`src/rtl/asteroid_wave_ctrl.sv`:
```
// Wave sequencer and serial BCD score accumulator for NQUAD asteroid quad units.
// Optional feature: define EXTRA_LIFE_EN for the extra_life pulse on 10000-point crossings.
module asteroid_wave_ctrl #(
  parameter int unsigned NQUAD        = 4,
  parameter int unsigned CLEAR_FRAMES = 60
) (
  input  logic                 clk,
  input  logic                 resetN,
  input  logic                 vsync,
  input  logic                 game_begin,
  input  logic                 game_over,
  input  logic [NQUAD-1:0]     quad_alive,
  input  logic [NQUAD*11-1:0]  quad_points,
  output logic [NQUAD-1:0]     new_level,
  output logic [NQUAD-1:0]     quad_active,
  output logic [7:0]           level,
  output logic [23:0]          score,
  output logic                 extra_life,
  output logic                 busy_add
);

  localparam int unsigned IW = (NQUAD > 1) ? $clog2(NQUAD) : 1;

  typedef enum logic [2:0] {StIdle, StLaunch, StPlay, StCleared, StOver} state_e;

  state_e          state_q;
  logic            begin_q;
  logic [7:0]      frame_cnt_q;
  logic            begin_rise;
  logic            game_start;
  logic [7:0]      level_next;

  logic            vsync_q;
  logic [NQUAD-1:0] vs_active_q;
  logic [10:0]     pts_q [NQUAD];
  logic [IW-1:0]   idx_q;
  logic [23:0]     score_sum;

  // Quads enabled for a wave: lowest min(level, NQUAD) bits.
  function automatic logic [NQUAD-1:0] level_mask(input logic [7:0] lvl);
    logic [NQUAD-1:0] m;
    int unsigned n;
    n = 32'(lvl[7:4]) * 32'd10 + 32'(lvl[3:0]);
    for (int unsigned i = 0; i < NQUAD; i++) begin
      m[i] = (n > i);
    end
    return m;
  endfunction

  function automatic logic [7:0] bcd_inc2(input logic [7:0] v);
    if (v == 8'h99) return v;
    if (v[3:0] == 4'd9) return {v[7:4] + 4'd1, 4'd0};
    return {v[7:4], v[3:0] + 4'd1};
  endfunction

  // Six-digit BCD ripple add of a points report; clamps to 999999 on carry out.
  function automatic logic [23:0] bcd_add(input logic [23:0] a, input logic [10:0] p);
    logic [23:0] b;
    logic [23:0] s;
    logic        c;
    logic [4:0]  d;
    b = {13'd0, p};
    s = '0;
    c = 1'b0;
    for (int k = 0; k < 6; k++) begin
      d = {1'b0, a[4*k +: 4]} + {1'b0, b[4*k +: 4]} + {4'd0, c};
      if (d > 5'd9) begin
        d = d + 5'd6;
        c = 1'b1;
      end else begin
        c = 1'b0;
      end
      s[4*k +: 4] = d[3:0];
    end
    return c ? 24'h999999 : s;
  endfunction

  assign begin_rise = game_begin & ~begin_q;
  assign game_start = begin_rise & ~game_over & ((state_q == StIdle) | (state_q == StOver));
  assign level_next = bcd_inc2(level);
  assign score_sum  = bcd_add(score, pts_q[idx_q]);

  always_ff @(posedge clk or negedge resetN) begin
    if (!resetN) begin
      state_q     <= StIdle;
      begin_q     <= 1'b0;
      frame_cnt_q <= '0;
      level       <= 8'h00;
      new_level   <= '0;
      quad_active <= '0;
    end else begin
      begin_q <= game_begin;
      if (game_over) begin
        state_q     <= StOver;
        new_level   <= '0;
        quad_active <= '0;
      end else begin
        case (state_q)
          StIdle, StOver: begin
            if (begin_rise) begin
              level       <= 8'h01;
              quad_active <= level_mask(8'h01);
              new_level   <= level_mask(8'h01);
              state_q     <= StLaunch;
            end
          end
          StLaunch: begin
            if (vsync) begin
              new_level <= '0;
              state_q   <= StPlay;
            end
          end
          StPlay: begin
            if (vsync && ((quad_alive & quad_active) == '0)) begin
              frame_cnt_q <= '0;
              state_q     <= StCleared;
            end
          end
          StCleared: begin
            if (vsync) begin
              if (frame_cnt_q == 8'(CLEAR_FRAMES - 1)) begin
                level       <= level_next;
                quad_active <= level_mask(level_next);
                new_level   <= level_mask(level_next);
                state_q     <= StLaunch;
              end else begin
                frame_cnt_q <= frame_cnt_q + 8'd1;
              end
            end
          end
          default: state_q <= StIdle;
        endcase
      end
    end
  end

  // Points arrive the cycle after vsync; the active set is the one in force at that vsync,
  // so the final frame before game_over still scores.
  always_ff @(posedge clk or negedge resetN) begin
    if (!resetN) begin
      vsync_q     <= 1'b0;
      vs_active_q <= '0;
      busy_add    <= 1'b0;
      idx_q       <= '0;
      score       <= '0;
      for (int i = 0; i < int'(NQUAD); i++) pts_q[i] <= '0;
    end else begin
      vsync_q     <= vsync;
      vs_active_q <= quad_active;
      if (game_start) begin
        score    <= '0;
        busy_add <= 1'b0;
      end else if (vsync_q && !busy_add) begin
        for (int i = 0; i < int'(NQUAD); i++) begin
          pts_q[i] <= vs_active_q[i] ? quad_points[i*11 +: 11] : 11'd0;
        end
        busy_add <= 1'b1;
        idx_q    <= '0;
      end else if (busy_add) begin
        score <= score_sum;
        idx_q <= idx_q + IW'(1);
        if (idx_q == IW'(NQUAD - 1)) busy_add <= 1'b0;
      end
    end
  end

`ifdef EXTRA_LIFE_EN
  logic extra_life_q;

  always_ff @(posedge clk or negedge resetN) begin
    if (!resetN) begin
      extra_life_q <= 1'b0;
    end else begin
      extra_life_q <= busy_add & ~game_start & (score_sum[23:16] != score[23:16]);
    end
  end

  assign extra_life = extra_life_q;
`else
  assign extra_life = 1'b0;
`endif

endmodule

```
`config.mk`:
```
export PLATFORM = sky130hd
export DESIGN_NAME = asteroid_wave_ctrl
export DESIGN_NICKNAME = d
export VERILOG_FILES = /design/src/rtl/asteroid_wave_ctrl.sv
export SDC_FILE = /design/constraint.sdc
export NUM_CORES = 1
export LEC_CHECK = 0
export ABC_AREA = 1
export BUFFER_PORTS_ARGS = -buffer_cell sky130_fd_sc_hd__buf_2
export CORE_MARGIN = 3
export CORE_UTILIZATION = 40
export CTS_CLUSTER_SIZE = 16
export DETAILED_ROUTE_END_ITERATION = 10
export HOLD_SLACK_MARGIN = 0.1
export PLACE_DENSITY = 0.59
export SYNTH_ARGS = -nofsm -noshare
export SYNTH_HDL_FRONTEND = slang
export SYNTH_SLANG_ARGS = --single-unit
```
`constraint.sdc`:
```
create_clock -name clk -period 22.1 [get_ports clk]
set_input_delay 4.42 -clock clk [delete_from_list [all_inputs] [get_ports clk]]
set_output_delay 4.42 -clock clk [all_outputs]
set_load 0.005 [all_outputs]
```
Word-level counts from Yosys, hierarchy flattened. Cells that the tools add are included.

Logic and storage cells: 153. Output and inout port bits: 42. Register bits: 104. Input bits: 53.

$mul: 1. Add/subtract/negate cells: 19. Bitwise logic cells: 9. Reductions and logical operators: 20. Muxes and demuxes: 59. Equal/unequal tests: 19. Magnitude comparators: 11.

Operators with widths (count): 24-bit 2-to-1 mux (4); 8-bit 2-to-1 mux (10); 11-bit 2-to-1 mux (6); 4-bit 2-to-1 mux (12); 8-bit case mux with 2 select lines (2); 5-bit by 4-bit greater-than comparator with 1-bit output, second input constant (6); 4-bit by 3-bit adder with 4-bit output, second input constant (6); 11-bit binary-select mux with 2-bit select (1); 5-bit AND reduction (4); 9-bit by 1-bit greater-than comparator with 1-bit output, second input constant (2); 9-bit by 2-bit greater-than comparator with 1-bit output, second input constant (2); 3-bit 2-to-1 mux (6); 4-bit by 1-bit adder with 5-bit output (3); 3-bit inequality test, second input constant (5); 1-bit 2-to-1 mux (13); 2-bit inequality test, second input constant (6); 3-bit case mux with 4 select lines (1); 4-bit case mux with 3 select lines (1); 4-bit by 4-bit adder with 5-bit output (2); 5-bit by 1-bit adder with 5-bit output (2); 8-bit by 4-bit adder with 9-bit output (1); 4-bit by 1-bit adder with 4-bit output, second input constant (2); 8-bit by 1-bit adder with 8-bit output, second input constant (1); 8-bit by 6-bit == test with 1-bit output, second input constant (1); other kinds (27) (39).

Longest topological paths before layout. Gate-level depths: netlist of run 1.

Depth after elaboration: 26. Depth in mapped cells: 52. Depth with buffers taken out: 50.

Worst setup path before layout of run 1. No wires, ideal clock.

Path type: register -> register. From: register idx_q[0]. To: register score[13]. Clock period less this slack: 7830 ps. Data required time: 22024 ps. Library setup time: 76 ps. Path buffers: 2. Cell stages (with the launch flop): 53. Slack: 14270 ps. Arrival: 7754 ps. Cell sequence: dfrtp_1 > clkbuf_1 > clkinv_1 > clkbuf_1 > nor2_1 > o22ai_1 > ha_1 > inv_1 > fa_1 > or2_2 > nand2_1 > nand2_1 > nand2_1 > nand2_1 > inv_1 > fa_1 > inv_1 > fa_1 > [17 not listed] > nand2_1 > nand2_1 > nand2_1 > ha_1 > ha_1 > xnor2_1 > nand2_1 > nand2_1 > nand2_1 > ha_1 > ha_1 > xnor2_1 > nand2_1 > a21boi_2 > nand2_2 > inv_1 > o21ai_0 > o21ai_1.

Longest elaborated chain between the ends: 26. Elaborated cells on any way between the ends: 30. Those cells by class: add/sub: 9; order compare: 6; mux: 14; bitwise: 1.

Ends and longest elaborated chain: start, declared (line 36) `logic [IW-1:0] idx_q;`; start signal, assigned (line 161) `idx_q <= idx_q + IW'(1);`; 2-bit NOT with 3-bit output (not written as such) * (line 81) `assign score_sum = bcd_add(score, pts_q[idx_q]);`; 11-bit binary-select mux with 2-bit select * (line 81); 11-bit 2-to-1 mux (not written as such) * (2 in a row) (line 81); 4-bit by 4-bit adder with 5-bit output (line 66) `d = {1'b0, a[4*k +: 4]} + {1'b0, b[4*k +: 4]} + {4'd0, c};`; 5-bit by 4-bit greater-than comparator with 1-bit output (line 67) `if (d > 5'd9) begin`; 1-bit 2-to-1 mux (line 67); 5-bit by 1-bit adder with 5-bit output (line 66); 5-bit by 4-bit greater-than comparator with 1-bit output (line 67); [9 not listed]; 1-bit 2-to-1 mux (line 67); 4-bit by 1-bit adder with 5-bit output (line 66); 5-bit by 4-bit greater-than comparator with 1-bit output (line 67); 1-bit 2-to-1 mux (line 67); 24-bit 2-to-1 mux * (line 75) `return c ? 24'h999999 : s;`; 24-bit 2-to-1 mux * (line 159) `end else if (busy_add) begin`; 24-bit 2-to-1 mux * (line 153) `end else if (vsync_q && !busy_add) begin`; 24-bit 2-to-1 mux * (line 150) `if (game_start) begin`; end signal, assigned (line 160) `score <= score_sum;`; end, declared (line 17) `output logic [23:0] score,`.

Every way passes the cells marked *; elsewhere a longest branch is shown, timed or not. The select of a mux whose other input is x is not followed. A chain may end at the register's enable or synchronous reset.

Worst setup path in the final report of run 1.
From: register idx_q[0]. To: register score[17].

Longest elaborated chain between the ends: 26. Elaborated cells on any way between the ends: 30. Those cells by class: add/sub: 9; order compare: 6; mux: 14; bitwise: 1.

Ends and longest elaborated chain (line): 2-bit NOT with 3-bit output (not written as such) * (81); 11-bit binary-select mux with 2-bit select * (81); 11-bit 2-to-1 mux (not written as such) * (2 in a row) (81); 4-bit by 4-bit adder with 5-bit output (66); 5-bit by 4-bit greater-than comparator with 1-bit output (67); 1-bit 2-to-1 mux (67); 5-bit by 1-bit adder with 5-bit output (66); 5-bit by 4-bit greater-than comparator with 1-bit output (67); [9 not listed]; 1-bit 2-to-1 mux (67); 4-bit by 1-bit adder with 5-bit output (66); 5-bit by 4-bit greater-than comparator with 1-bit output (67); 1-bit 2-to-1 mux (67); 24-bit 2-to-1 mux * (75); 24-bit 2-to-1 mux * (159); 24-bit 2-to-1 mux * (153); 24-bit 2-to-1 mux * (150).

Marks and branches as above.

==> impl.org, run 1 <==
** Critical path
- The setup path with the least slack is of type reg -> reg.
- Measured in cells, the most critical reg-to-reg path has a length of 48.
- Worst Setup End Kind :: flip-flop
- Startpoint of the lowest-slack register-to-register path :: idx_q[0]
- The critical path starts at idx_q[0].
- Critical path startpoint category :: flip-flop
- Worst EP required :: roughly 22 ns
- On the worst path, the slowest cell contributes a delay of between 0.8 and 0.9 ns.
- Destination of the worst register-to-register timing path :: score[17]
- Most frequent CP cell :: sky130_fd_sc_hd__nand2_1
- Critical path buffer and inverter count :: 9
- Among cell families on the critical path, the largest total delay comes from adder cells.
- The setup check on the worst reg-to-reg path leaves a slack of 12.77 ns.
- In this run the worst path has a maximum fanout of 29.
- CP arrival :: 9.61 ns
- On the critical path, the stage with the largest delay is an instance of sky130_fd_sc_hd__dfrtp_1.

** Timing
- The count of final hold-check violations was 0.
- Setup_tns :: 0 ns
- Maximum clock skew at final layout :: a little over 0.006 ns
- Post-layout minimum cycle time :: just over 9 ns
- Setup repair after global routing left no endpoint under its margin.
- Setup WS post-layout :: between 10 and 15 ns
- Final Slew Violations :: 0
- On the final layout, the worst hold slack is between 0.4 and 0.5 ns.
- Maximum frequency from static timing analysis :: 107 MHz
- Slew at the pin closest to its max-slew limit :: 1.13 ns
- Setup violations remaining at the end of the flow were counted as 0.
- Of the available clock period, the critical path in the final layout requires a little over two fifths.
- Max-slew headroom :: approximately 25%

** Finish
- Layout Cells excl Fill :: between 1,000 and 1,500
- Compared with the post-synthesis result, the final layout area differs by 13.7%.
- After routing the design area is ~7000 um2.
- The repair_antennas step left the layout with diodes totalling 0.
- # nets final :: between 900 and 1,000
- The post-route netlist has ~17% of its cells at a drive strength greater than 1.
- At the end of the flow the core is filled with cells to 47.2%.

** Power and ir drop
- Summed over all nets, the switching power comes to between 0.3 and 0.4 mW.
- Summed over all cells, the static leakage comes to around 3.8 nW.
- Internal :: approximately 0.47 mW
- VDD sags by at most 0.0657 mV.
- Power share of the sequential group :: 32.0%
- Switching Share :: between 40 and 50%
- Summing internal, switching and leakage power gives about 0.86 mW.
- Share of power burned in the clock network :: between 10% and 20%
- Of the total power, combinational logic draws about 50%.
- Total power divided by cell area :: between 100 and 150 nW/um2

** Global route
- The first global-routing pass estimated between 20,000 and 30,000 um of wire.
- Aggregate global-route resource usage :: between 10% and 20%
- Total grt overflow :: 0
- Global routing used around 30% of the available met2 tracks.
- Number of antenna violations at the first check in global routing :: 0
- After global routing, the most crowded layer is met2.
- Number of global-route vias before repair :: 5,308
- Met3 track utilization from global routing :: 4.95%
- Largest net degree at the start of global routing :: between 80 and 90
- Global routing consumed, on the met1 layer, approximately 27% of the routing resources.

** Clocking
- After clock tree synthesis, the repair step resized 0 gates.
- After clock tree synthesis, the clock-pin slew on the worst setup and hold paths is about 0.070 ns.
- In this run, post-CTS hold repair placed 0 buffers.
- TritonCTS built the clock tree.
- Clock root buffer :: sky130_fd_sc_hd__clkbuf_16
- Number of setup buffers added after CTS :: 0
- CTS built an H-tree with a depth of 3.
- Skew-Pair Late Insertion Delay :: approximately 0.35 ns
- Clock tree synthesis found a total of between 100 and 150 sinks.
- TritonCTS buffer count :: 9
- Bufs on Longest Clock Path :: 2

** Detailed routing
- DRC violation count after routing :: 0
- The first detailed-routing pass took 5 iterations.
- After detailed routing, the total wire length is 15,900 um.
- The routed layout has 5,385 vias.
- Dividing the detail-routed via count by the number of cells gives 5.25.
- Final antenna-violating net count :: 0
- DRC marker count from the first detailed-route iteration :: approximately 390
- Drt wl/cell :: approximately 15 um

** Yosys
- Number of cells produced by synthesis :: about 760
- Synthesis instantiated 52 different standard cells from the library.
- sky130_fd_sc_hd__dfrtp_1 takes more of the synthesized area than any other cell.
- After synthesis, the cell types taking the most area are sky130_fd_sc_hd__dfrtp_1 (42%), sky130_fd_sc_hd__nand2_1 (11%), sky130_fd_sc_hd__o21ai_0 (8.1%).
- The mapped netlist covers 6160 um2.
- Averaged over all synthesized cells, the footprint is around 8 um2.
- Number of flops mapped to enable cells by yosys :: 0
- Share of Yosys cell area claimed by the top area cell type :: around 42%
- Most used DFF post-synth :: sky130_fd_sc_hd__dfrtp_1
- In the synthesized netlist, the cells that appear most often are sky130_fd_sc_hd__nand2_1 (175), sky130_fd_sc_hd__dfrtp_1 (104), sky130_fd_sc_hd__o21ai_0 (100), sky130_fd_sc_hd__nand3_1 (77), sky130_fd_sc_hd__inv_1 (69).
- Synthesis inferred approximately 100 register bits.
- Most common cell in the netlist :: sky130_fd_sc_hd__nand2_1
- Synthesized net count :: around 850
- Count of warnings emitted by yosys :: 0
- Async set-reset flop share out of synthesis :: 100%
- For this run, the register share of the synthesized area comes to between 40 and 50%.

** Run status
- Run status :: completed

** Run
- Across the run, the number of max-cap violations was 0.

** Min path
- Startpoint of the tightest hold check path :: quad_active[1]
- The worst hold path passes through 0 cells.
- The worst hold path terminates at vs_active_q[1].
- Hold crit path type :: reg -> reg

** Placement
- IO Port Bufs :: 93
- Gpl congestion :: about 0.86
- Final HPWL DP :: 11,700 um
- Total placed instance area :: around 6700 um2
- Placed instance count :: about 1,000
- Worst setup timing slack at the placement stage :: 12.85 ns

** Floorplan
- Y dimension of the die :: between 100 and 150 um
- The die covers between 15,000 and 20,000 um2.
- Pin placement for this block handled 95 I/O pins.
- Initial core utilization :: between 40% and 50%
- Die X-Extent :: between 100 and 150 um
- Floorplan core area :: 14,800 um2
- Number of placement rows :: 44
-- power groups by stage --
| stage | Clock (mW) | Sequential [mW] | Combinational, mW |
|---|---|---|---|
| 2_1_floorplan | 0 | 0.260 | 0.329 |
| 5_1_grt | 0.166 | 0.280 | 0.500 |
| 3_5_place_dp | 0 | 0.278 | 0.430 |
| 6_report | 0.153 | 0.275 | 0.432 |
| 4_1_cts | 0.158 | 0.275 | 0.432 |
| 3_3_place_gp | 0 | 0.276 | 0.416 |
-- per-layer routing --
| metal | wire length [um] | up-vias |
|---|---|---|
| met4 | 207 | 0 |
| met2 | 7170 | 151 |
| met3 | 899 | 18 |
| met5 | 0 | - |
| li1 | - | 2668 |
| met1 | 7590 | 2548 |
-- placed cells by master (no fill, tap or decap), types with 3 or more instances in the layout --
cell | Yosys | layout
sky130_fd_sc_hd__o22ai_1 | 14 | 14
sky130_fd_sc_hd__xor2_1 | 10 | 10
sky130_fd_sc_hd__o21ai_1 | 3 | 3
sky130_fd_sc_hd__ha_1 | 33 | 33
sky130_fd_sc_hd__nand2_1 | 175 | 175
sky130_fd_sc_hd__fa_1 | 7 | 7
sky130_fd_sc_hd__nand3_1 | 77 | 77
sky130_fd_sc_hd__nor2_4 | 9 | 9
sky130_fd_sc_hd__inv_1 | 69 | 69
sky130_fd_sc_hd__a21oi_1 | 24 | 24
sky130_fd_sc_hd__o21ai_0 | 100 | 100
sky130_fd_sc_hd__o21bai_1 | 3 | 3
sky130_fd_sc_hd__xnor2_1 | 5 | 5
sky130_fd_sc_hd__nand4_1 | 6 | 6
sky130_fd_sc_hd__nand2_2 | 7 | 7
sky130_fd_sc_hd__clkinv_1 | 3 | 3
sky130_fd_sc_hd__a21o_1 | 3 | 3
sky130_fd_sc_hd__or2_2 | 4 | 4
sky130_fd_sc_hd__clkbuf_16 | 0 | 9
sky130_fd_sc_hd__inv_2 | 5 | 5
sky130_fd_sc_hd__clkbuf_1 | 16 | 3
sky130_fd_sc_hd__dfrtp_1 | 104 | 104
sky130_fd_sc_hd__nor2_2 | 3 | 3
sky130_fd_sc_hd__nor3b_1 | 3 | 3
sky130_fd_sc_hd__nor2_1 | 36 | 36
sky130_fd_sc_hd__buf_2 | 6 | 92
-- layout make-up --
cell class	instances	area, um2
multi-input combinational	548	3110
timing repair buffer	94	475
fill	1417	7810
tap	184	230
sequential	104	2600
clock inverter	2	13.8
clock buffer	14	264
inverter	79	300
-- cells by family (layout without fill, tap and decap cells) --
group | Yosys count | count (layout) | share of synthesized area, %
compound gates | 162 | 162 | 14.7
xor+xnor | 15 | 15 | 2.13
fa+ha+maj | 40 | 40 | 8.98
buf+inv | 107 | 189 | 7.20
flops | 104 | 104 | 42.3
other cells | 1 | 1 | 0.0609
simple gates | 330 | 330 | 24.6
-- sequential cells by signal (all words and copies together), names as in the netlist --
| register | count |
|---|---|
| new_level | 4 |
| quad_active | 4 |
| busy_add | 1 |
| idx_q | 2 |
| vs_active_q | 4 |
| begin_q | 1 |
| state_q | 3 |
| score | 24 |
| level | 8 |
| frame_cnt_q | 8 |
| pts_q | 44 |
| vsync_q | 1 |
-- worst max-delay path by stage --
stage	endpoint	slack, ns	depth (start not counted)
4_1_cts	score[17]	12.83	48
3_3_place_gp	score[17]	13.37	48
5_1_grt	score[13]	11.86	48
3_5_place_dp	score[17]	12.85	48
2_1_floorplan	score[13]	14.27	52
6_report	score[17]	12.77	48
(Power assumes the default switching activity.)
==> run 2, diff against run 1 <==
Settings changed: PLACE_DENSITY 0.59 to 0.61.
Clock period 22.1 ns to 7.7 ns, I/O delays scaled along.
==> run 2 against run 1 <==
Against the previous run: flip-flop and latch count unchanged; hold slack worse by 0.0072 ns; combinational power rose to 3.5 times the previous value; count of clock-buffer cells in the layout down 5; sequential power rose to 2.8 times the previous value; largest cell class unchanged.
==> impl.org, run 2 (synthesis gave the netlist of run 1 again) <==
** Power and ir drop
- Share of power burned in combinational logic :: 54.6% (was 50.2%)
- Worst ir drop on vdd :: 0.203 mV (was 0.0657 mV)
- Switching Share :: 42.7% (was 45.1%)
- The share of power burned in the clock network was 17.7% (was 17.8%).
- P_leak :: 3.90 nW (was 3.76 nW)
- The total power consumption of the routed design is 2.81 mW (was 0.861 mW).
- Internal :: 1.61 mW (was 0.473 mW)
- Total power divided by cell area :: 380 nW/um2 (was 123 nW/um2)
- Power share of the sequential group :: 27.7% (was 32.0%)
- The switching component of the power was 1.20 mW (was 0.388 mW).

** Critical path
- The largest stage delay on the critical path was 0.45 ns (was 0.84 ns).
- The classification of the worst setup path was reg -> reg (unchanged).
- Critical path startpoint category :: flip-flop (unchanged)
- CP arrival :: 7.41 ns (was 9.61 ns)
- The kind of end point of the critical path is a flip-flop (unchanged).
- The critical path launch point was idx_q[0] (unchanged).
- The startpoint of the worst-slack reg-to-reg timing path is idx_q[0] (unchanged).
- The required time of the worst setup path is 7.92 ns (was 22.37 ns).
- Cell with the biggest individual delay on the critical path :: sky130_fd_sc_hd__dfrtp_2 (was sky130_fd_sc_hd__dfrtp_1)
- The maximum fanout along the worst path was 9 (was 29).
- Most frequent CP cell :: sky130_fd_sc_hd__nand2_1 (unchanged)

** Detailed routing
- Overall routed net length :: 15,800 um (was 15,900 um)
- Drt wl/cell :: 15.1 um (was 15.5 um)
- Pre-Repair DR Iteration Count :: 4 (was 5)
- The via count normalized by instance count is 5.12 (was 5.25).
- The post-route DRC violation count is 0 (unchanged).
- DRC marker count from the first detailed-route iteration :: 316 (was 393)
- The via count came to 5,379 (was 5,385).
- Final antenna-violating net count :: 0 (unchanged)

** Clocking
- Clk slew on worst S/H paths :: 0.07 ns (about the same)
- CTS Hold Bufs :: 0 (unchanged)
- Clock H-tree levels :: 3 (unchanged)
- Clock root buffer :: sky130_fd_sc_hd__clkbuf_16 (unchanged)
- The number of buffers created by CTS is 9 (unchanged).
- Bufs on Longest Clock Path :: 2 (unchanged)
- The later-pin clock latency in the skew report was 0.35 ns (about the same).
- The count of clock tree sinks came to 104 (unchanged).
- CTS tree :: yes (unchanged)

** Placement
- Worst setup timing slack at the placement stage :: 0.00979 ns (was 12.85 ns)
- The cell total after placement is 1,029 (was 1,009).
- Final HPWL DP :: 11,700 um (about the same)
- The count of buffers inserted at the top-level ports was 93 (unchanged).
- Total placed instance area :: 6880 um2 (was 6720 um2)
- The routability-driven placement congestion ratio was 0.864 (was 0.861).

** Timing
- The sum of negative setup slack is 0 ns (unchanged).
- The count of final hold-check violations is 0 (unchanged).
- Post-layout minimum cycle time :: 7.19 ns (was 9.34 ns)
- Setup WS post-layout :: 0.512 ns (was 12.77 ns)
- The slew at the pin with the worst max-slew slack is 0.983 ns (was 1.13 ns).
- Share of the clock period used by the worst path :: 93.4% (was 42.2%)
- The final max-slew violation count was 0 (unchanged).
- The tightest slew margin relative to the limit came to 34.2% (was 24.6%).
- Setup violation total in the final timing report :: 0 (unchanged)
- The worst setup skew after layout was 0.00305 ns (was 0.00619 ns).
- The maximum operating frequency was 139 MHz (was 107 MHz).

** Finish
- Fraction of final layout cells with drive strength greater than 1 :: 24.3% (was 17.5%)
- The number of fill cells in the layout was 1,440 (was 1,417).
- The sequential cell area is 2600 um2 (about the same).
- Register name with the most flops :: pts_q (unchanged)
- The antenna diode count was 0 (unchanged).
- The number of standard cells in the layout, taps in and fillers out came to 1,051 (was 1,025).
- The number of nets in the final layout came to 955 (was 929).
- Synth-to-Final Area Change :: 19.8% (was 13.7%)
- Top Registers :: pts_q x44, score x24 (unchanged)
- The number of flip-flops under the largest register name is 44 (unchanged).
- The area occupied by multi-input gates is 3240 um2 (was 3110 um2).
- Area of all placed cells without fillers :: 7370 um2 (was 7000 um2)
- Highest-count cells in the layout ignoring fill and taps :: sky130_fd_sc_hd__nand2_1 (169), sky130_fd_sc_hd__dfrtp_1 (103), sky130_fd_sc_hd__o21ai_0 (97), sky130_fd_sc_hd__buf_2 (92), sky130_fd_sc_hd__nand3_1 (77) (was sky130_fd_sc_hd__nand2_1 (175), sky130_fd_sc_hd__dfrtp_1 (104), sky130_fd_sc_hd__o21ai_0 (100), sky130_fd_sc_hd__buf_2 (92), sky130_fd_sc_hd__nand3_1 (77))
- The commonest non-fill, non-tap cell in the layout is sky130_fd_sc_hd__nand2_1 (unchanged).

** Floorplan
- Area of the die :: 16,900 um2 (unchanged)
- Y dimension of the die :: 130 um (unchanged)
- Die X-Extent :: 130 um (unchanged)
- Number of placement rows :: 44 (unchanged)
- The area of the core region was 14,800 um2 (unchanged).
- The initial standard-cell utilization of the core was 41.6% (unchanged).
- I/O pins :: 95 (unchanged)

** Run
- The max-capacitance violation count came to 0 (unchanged).

** Global route
- The total routing usage reported by global routing came to 19.3% (was 19.4%).
- Total grt overflow :: 0 (unchanged)
- Number of global-route vias before repair :: 5,107 (was 5,308)
- The number of antenna violations at the first check in global routing came to 0 (unchanged).
- The largest net degree at the start of global routing was 68 (was 81).
- The first-pass GRT wire length is 25,600 um (was 26,200 um).

** Min path
- The type of the tightest min-delay check is reg -> reg (unchanged).
- Startpoint of the tightest hold check path :: quad_active[0] (was quad_active[1])

** Run status
- Run status: completed (unchanged).
## run 2: power by group through the flow
stage / clock, mW / combinational [mW] / sequential [mW]
6_report: 0.498 / 1.53 / 0.777
3_5_place_dp: 0 / 1.38 / 0.780
3_3_place_gp: 0 / 1.37 / 0.782
2_1_floorplan: 0 / 0.959 / 0.746
4_1_cts: 0.512 / 1.39 / 0.772
5_1_grt: 0.532 / 1.76 / 0.794
## run 2: what timing repair did
action	CTS	global route
endpoints found under the setup margin	3	24
buffers inserted	0	6
pin swaps	0	12
resized for setup	2	44
cloned	0	0
## run 2: layout make-up
type / instances / share of cell area [%]
clock buffer: 9 / 3.05
clock inverter: 7 / 1.29
inverter: 79 / 4.14
multi-input combinational: 548 / 43.9
sequential: 104 / 35.3
tap: 184 / 3.12
timing repair buffer: 120 / 9.14
## run 2: final timing paths
path	slack [ns]	cells after the start	endpoint
max	0.51	48	score[19]
min	0.43	0	vs_active_q[0]
max reg2reg	0.51	48	score[19]
min reg2reg	0.43	0	vs_active_q[0]
max in group asynchronous	5.27	2	idx_q[0]
min in group asynchronous	1.15	1	score[15]
## run 2: stage by stage
| stage | hold WS (ns) | util, % |
|---|---|---|
| after floorplan | 0.414 | - |
| after global placement | 0.438 | 46.4 |
| after detailed placement | 0.416 | 46.4 |
| after CTS | 0.435 | 48.6 |
| after global routing | 0.447 | 49.8 |
| final | 0.433 | 49.8 |
## run 2: worst max-delay path: cells and delay by family (launching register included)
kind	cells	cell delay [ns]
xor+xnor	3	0.45
compound gates	6	0.75
buf+inv	9	0.66
simple gates	18	1.89
flops	1	0.45
fa+ha+maj	12	2.86
## run 2: metal layers
metal | vias up | wire, um | GRT usage, %
met3 | 14 | 723 | 3.77
met1 | 2536 | 7640 | 27.8
met5 | - | 0 | 0
met2 | 105 | 7270 | 29.8
met4 | 0 | 193 | 5.13
li1 | 2724 | - | -
==> run 3, diff against run 2 <==
Settings changed: ABC_AREA 1 to 0.
==> run 3 against run 2 <==
Against the previous run: the run now ends with setup timing left; synthesized area is 2.4% lower; register-to-register slack worse by 0.83 ns; first-iteration DRC count is 28% lower; power is 20% lower; non-clock buffer count is 24 higher; sequential share of layout area is 1.1 points lower; critical endpoint is now score[18]; largest cell class unchanged; largest power group unchanged.
==> impl.org, run 3 <==
** Placement
- Placed instance count :: 920 (was 1,029)
- The placed wire-length estimate is 11,400 um (was 11,700 um).
- Gpl congestion :: 0.849 (was 0.864)
- The pre-CTS worst setup slack came to -0.558 ns (was 0.00979 ns).
- The count of buffers inserted at the top-level ports came to 93 (unchanged).

** Critical path
- Delay contributed by the slowest stage of the critical path :: 0.55 ns (was 0.45 ns)
- The kind of end point of the critical path is a flip-flop (unchanged).
- The cell occurring most often along the worst timing path was sky130_fd_sc_hd__inv_2 (was sky130_fd_sc_hd__nand2_1).
- Worst EP required :: 7.94 ns (was 7.92 ns)
- CP arrival :: 8.25 ns (was 7.41 ns)
- The classification of the worst setup path was reg -> reg (unchanged).
- Register-to-register setup slack :: -0.31 ns (was 0.51 ns)
- The master of the slowest instance on the critical path was sky130_fd_sc_hd__mux4_2 (was sky130_fd_sc_hd__dfrtp_2).
- Peak fanout along the critical path :: 6 (was 9)
- Critical path startpoint category :: flip-flop (unchanged)

** Global route
- Largest net degree at the start of global routing :: 89 (was 68)
- The residual overflow from global routing is 0 (unchanged).
- The total routing usage reported by global routing came to 19.3% (about the same).
- Top Usage Layer GRT :: met2 (unchanged)
- The number of global-route vias before repair is 5,046 (was 5,107).
- The first-pass GRT wire length was 25,400 um (was 25,600 um).
- Met1 routing resource usage after global routing :: 26.2% (was 27.8%)
- Number of antenna violations at the first check in global routing :: 1 (was 0)
- The met3 track utilization from global routing came to 3.24% (was 3.77%).
- Grt met2 use :: 31.7% (was 29.8%)

** Yosys
- The number of enable flip-flop cells after synthesis was 0 (unchanged).
- The most frequent cell after synthesis is sky130_fd_sc_hd__nand2_1 (unchanged).
- The synthesized net count was 728 (was 852).
- Per-instance average area after synthesis :: 9.46 um2 (was 8.11 um2)
- The netlist area before placement is 6010 um2 (was 6160 um2).
- Cell types with the highest counts after synthesis: sky130_fd_sc_hd__nand2_1 (121), sky130_fd_sc_hd__dfrtp_1 (104), sky130_fd_sc_hd__o21ai_0 (76) (was sky130_fd_sc_hd__nand2_1 (175), sky130_fd_sc_hd__dfrtp_1 (104), sky130_fd_sc_hd__o21ai_0 (100), sky130_fd_sc_hd__nand3_1 (77), sky130_fd_sc_hd__inv_1 (69)).
- Number of distinct library cells after synthesis :: 66 (was 52)
- The most common flop cell mapped by yosys is sky130_fd_sc_hd__dfrtp_1 (unchanged).
- Number of storage elements in the synthesis netlist :: 104 (unchanged)
- Biggest area consumer among synthesized cells :: sky130_fd_sc_hd__dfrtp_1 (unchanged)
- The fraction of synthesis flops using an asynchronous set or reset pin is 100% (unchanged).
- Dominant cells by area after synthesis: sky130_fd_sc_hd__dfrtp_1 (43%), sky130_fd_sc_hd__nand2_1 (7.6%), sky130_fd_sc_hd__ha_1 (6.9%) (was sky130_fd_sc_hd__dfrtp_1 (42%), sky130_fd_sc_hd__nand2_1 (11%), sky130_fd_sc_hd__o21ai_0 (8.1%)).
- Count of warnings emitted by yosys :: 0 (unchanged)
- The area share of the largest cell type after synthesis is 43.3% (was 42.3%).
- Sequential element share of the synthesized area :: 43.3% (was 42.3%)
- The post-synthesis instance total is 635 (was 759).

** Floorplan
- The area of the die was 16,500 um2 (was 16,900 um2).
- Y dimension of the die :: 129 um (was 130 um)
- Floorplan core area :: 14,600 um2 (was 14,800 um2)
- Die X-Extent :: 129 um (was 130 um)
- The initial standard-cell utilization of the core came to 41.2% (was 41.6%).
- Number of placement rows :: 44 (unchanged)
- I/O pins :: 95 (unchanged)

** Finish
- The number of flip-flops under the largest register name came to 44 (unchanged).
- Filler cell count :: 1,347 (was 1,440)
- The number of standard cells in the layout, taps in and fillers out came to 950 (was 1,051).
- Top Registers: pts_q x44, score x24 (unchanged).
- The ratio of cells with drive above 1 in the final layout was 31.6% (was 24.3%).
- Synth-to-Final Area Change :: 26.8% (was 19.8%)
- The sequential cell area came to 2600 um2 (unchanged).
- Most common cell after layout, fill and taps aside :: sky130_fd_sc_hd__nand2_1 (unchanged)
- Register name with the most flops :: pts_q (unchanged)
- Highest-count cells in the layout ignoring fill and taps: sky130_fd_sc_hd__nand2_1 (120), sky130_fd_sc_hd__dfrtp_1 (103), sky130_fd_sc_hd__buf_2 (92), sky130_fd_sc_hd__o21ai_0 (71), sky130_fd_sc_hd__buf_4 (47) (was sky130_fd_sc_hd__nand2_1 (169), sky130_fd_sc_hd__dfrtp_1 (103), sky130_fd_sc_hd__o21ai_0 (97), sky130_fd_sc_hd__buf_2 (92), sky130_fd_sc_hd__nand3_1 (77)).
- The number of nets in the final layout was 853 (was 955).
- The area occupied by multi-input gates is 3450 um2 (was 3240 um2).

** Timing
- The final max-slew violation count is 0 (unchanged).
- Slew at the pin closest to its max-slew limit :: 1.10 ns (was 0.983 ns)
- Setup violation total in the final timing report :: 23 (was 0)
- The count of final hold-check violations came to 0 (unchanged).
- RSZ-0062 raised after global routing :: yes
- Share of the clock period used by the worst path :: 104% (was 93.4%)
- Maximum frequency from static timing analysis :: 125 MHz (was 139 MHz)
- The worst hold slack across all endpoints is 0.446 ns (was 0.433 ns).
- The worst setup skew after layout came to 0.00693 ns (was 0.00305 ns).
- The post-layout minimum cycle time was 8.01 ns (was 7.19 ns).
- Setup WS post-layout :: -0.315 ns (was 0.512 ns)
- Max-slew headroom :: 26.3% (was 34.2%)

** Detailed routing
- Total number of vias :: 5,068 (was 5,379)
- The post-route DRC violation count was 0 (unchanged).
- The average detailed-routed wire length per instance came to 16.4 um (was 15.1 um).
- The number of optimization iterations in the first detailed-route pass came to 5 (was 4).
- Final antenna-violating net count :: 0 (unchanged)
- Overall routed net length :: 15,600 um (was 15,800 um)
- Via density per instance :: 5.33 (was 5.12)
- DRC marker count from the first detailed-route iteration :: 226 (was 316)

** Clocking
- Bufs on Longest Clock Path :: 2 (unchanged)
- The number of H-tree branching levels is 3 (unchanged).
- Clk slew on worst S/H paths :: 0.07 ns (about the same)
- The CTS tree was yes (unchanged).
- Num Clock Sinks :: 104 (unchanged)
- The root buffer selected by CTS is sky130_fd_sc_hd__clkbuf_16 (unchanged).
- The later-pin clock latency in the skew report is 0.35 ns (about the same).
- TritonCTS buffer count :: 9 (unchanged)

** Min path
- The type of the tightest min-delay check was reg -> reg (unchanged).

** Run
- Max-cap violation count :: 0 (unchanged)

** Run status
- Violations in the final reports :: setup timing
- Run status :: finished, violations left (was completed)

** Power and ir drop
- The cell leakage power is 3.58 nW (was 3.90 nW).
- Total power divided by cell area :: 296 nW/um2 (was 380 nW/um2)
- The total power consumption of the routed design is 2.25 mW (was 2.81 mW).
- The peak supply drop was 0.150 mV (was 0.203 mV).
## run 3: worst paths after layout
kind                       depth (start not counted)           start        endpoint
min in group asynchronous                          1          resetN        score[9]
hold / removal                                     0  quad_active[1]  vs_active_q[1]
setup / recovery                                  41        idx_q[0]       score[18]
hold reg to reg                                    0  quad_active[1]  vs_active_q[1]
setup reg to reg                                  41        idx_q[0]       score[18]
max in group asynchronous                          2          resetN        idx_q[0]
## run 3: cell type report
class,count,share of cell area (%)
timing repair buffer,144,11.4
tap,184,3.02
multi-input combinational,467,45.3
inverter,34,1.74
clock buffer,11,3.19
antenna,1,0.0329
clock inverter,5,1.15
sequential,104,34.2
## run 3: report_power, final
group / switching [mW] / internal (mW)
clock network: 0.217 / 0.298
logic: 0.461 / 0.530
registers: 0.120 / 0.625
## run 3: worst max-delay path: cells and delay by family (launching register included)
family | cells | cell delay (ns)
compound gates | 7 | 1.19
xor+xnor | 2 | 0.39
fa+ha+maj | 12 | 2.93
buf+inv | 9 | 0.63
flops | 1 | 0.42
mux | 3 | 1.14
simple gates | 8 | 1.23
## run 3: what timing repair did
item                                    4_1_cts  5_1_grt
pin swaps                                    12        5
endpoints found under the setup margin       24       24
resized for setup                            27        9
hold buffers                                  0        0
setup buffers                                 7        6
## run 3: per-stage QoR
step                setup TNS, ns  area (um2)  utilization (%)
floorplan                   -9.22        6210                -
global placement            -3.11        7030             48.2
detailed placement         -11.91        7030             48.2
CTS                         -4.43        7530             51.6
global route               -12.98        7610             52.2
finish                      -6.00        7620             52.2
## run 3: per-layer routing
metal	wire (um)	part of all wire [%]
met1	7260	47
met3	588	3.8
met2	7430	48
met5	18	0.12
met4	312	2.0
## run 3: cells by family (layout without fill, tap and decap cells)
kind of cell / Yosys count / after routing / synth area share (%)
compound gates: 154 / 154 / 15.6
xor+xnor: 24 / 24 / 3.50
fa+ha+maj: 40 / 40 / 9.21
buf+inv: 64 / 194 / 4.46
flops: 104 / 104 / 43.3
mux: 25 / 25 / 6.54
other cells: 1 / 2 / 0.0624
simple gates: 223 / 223 / 17.3
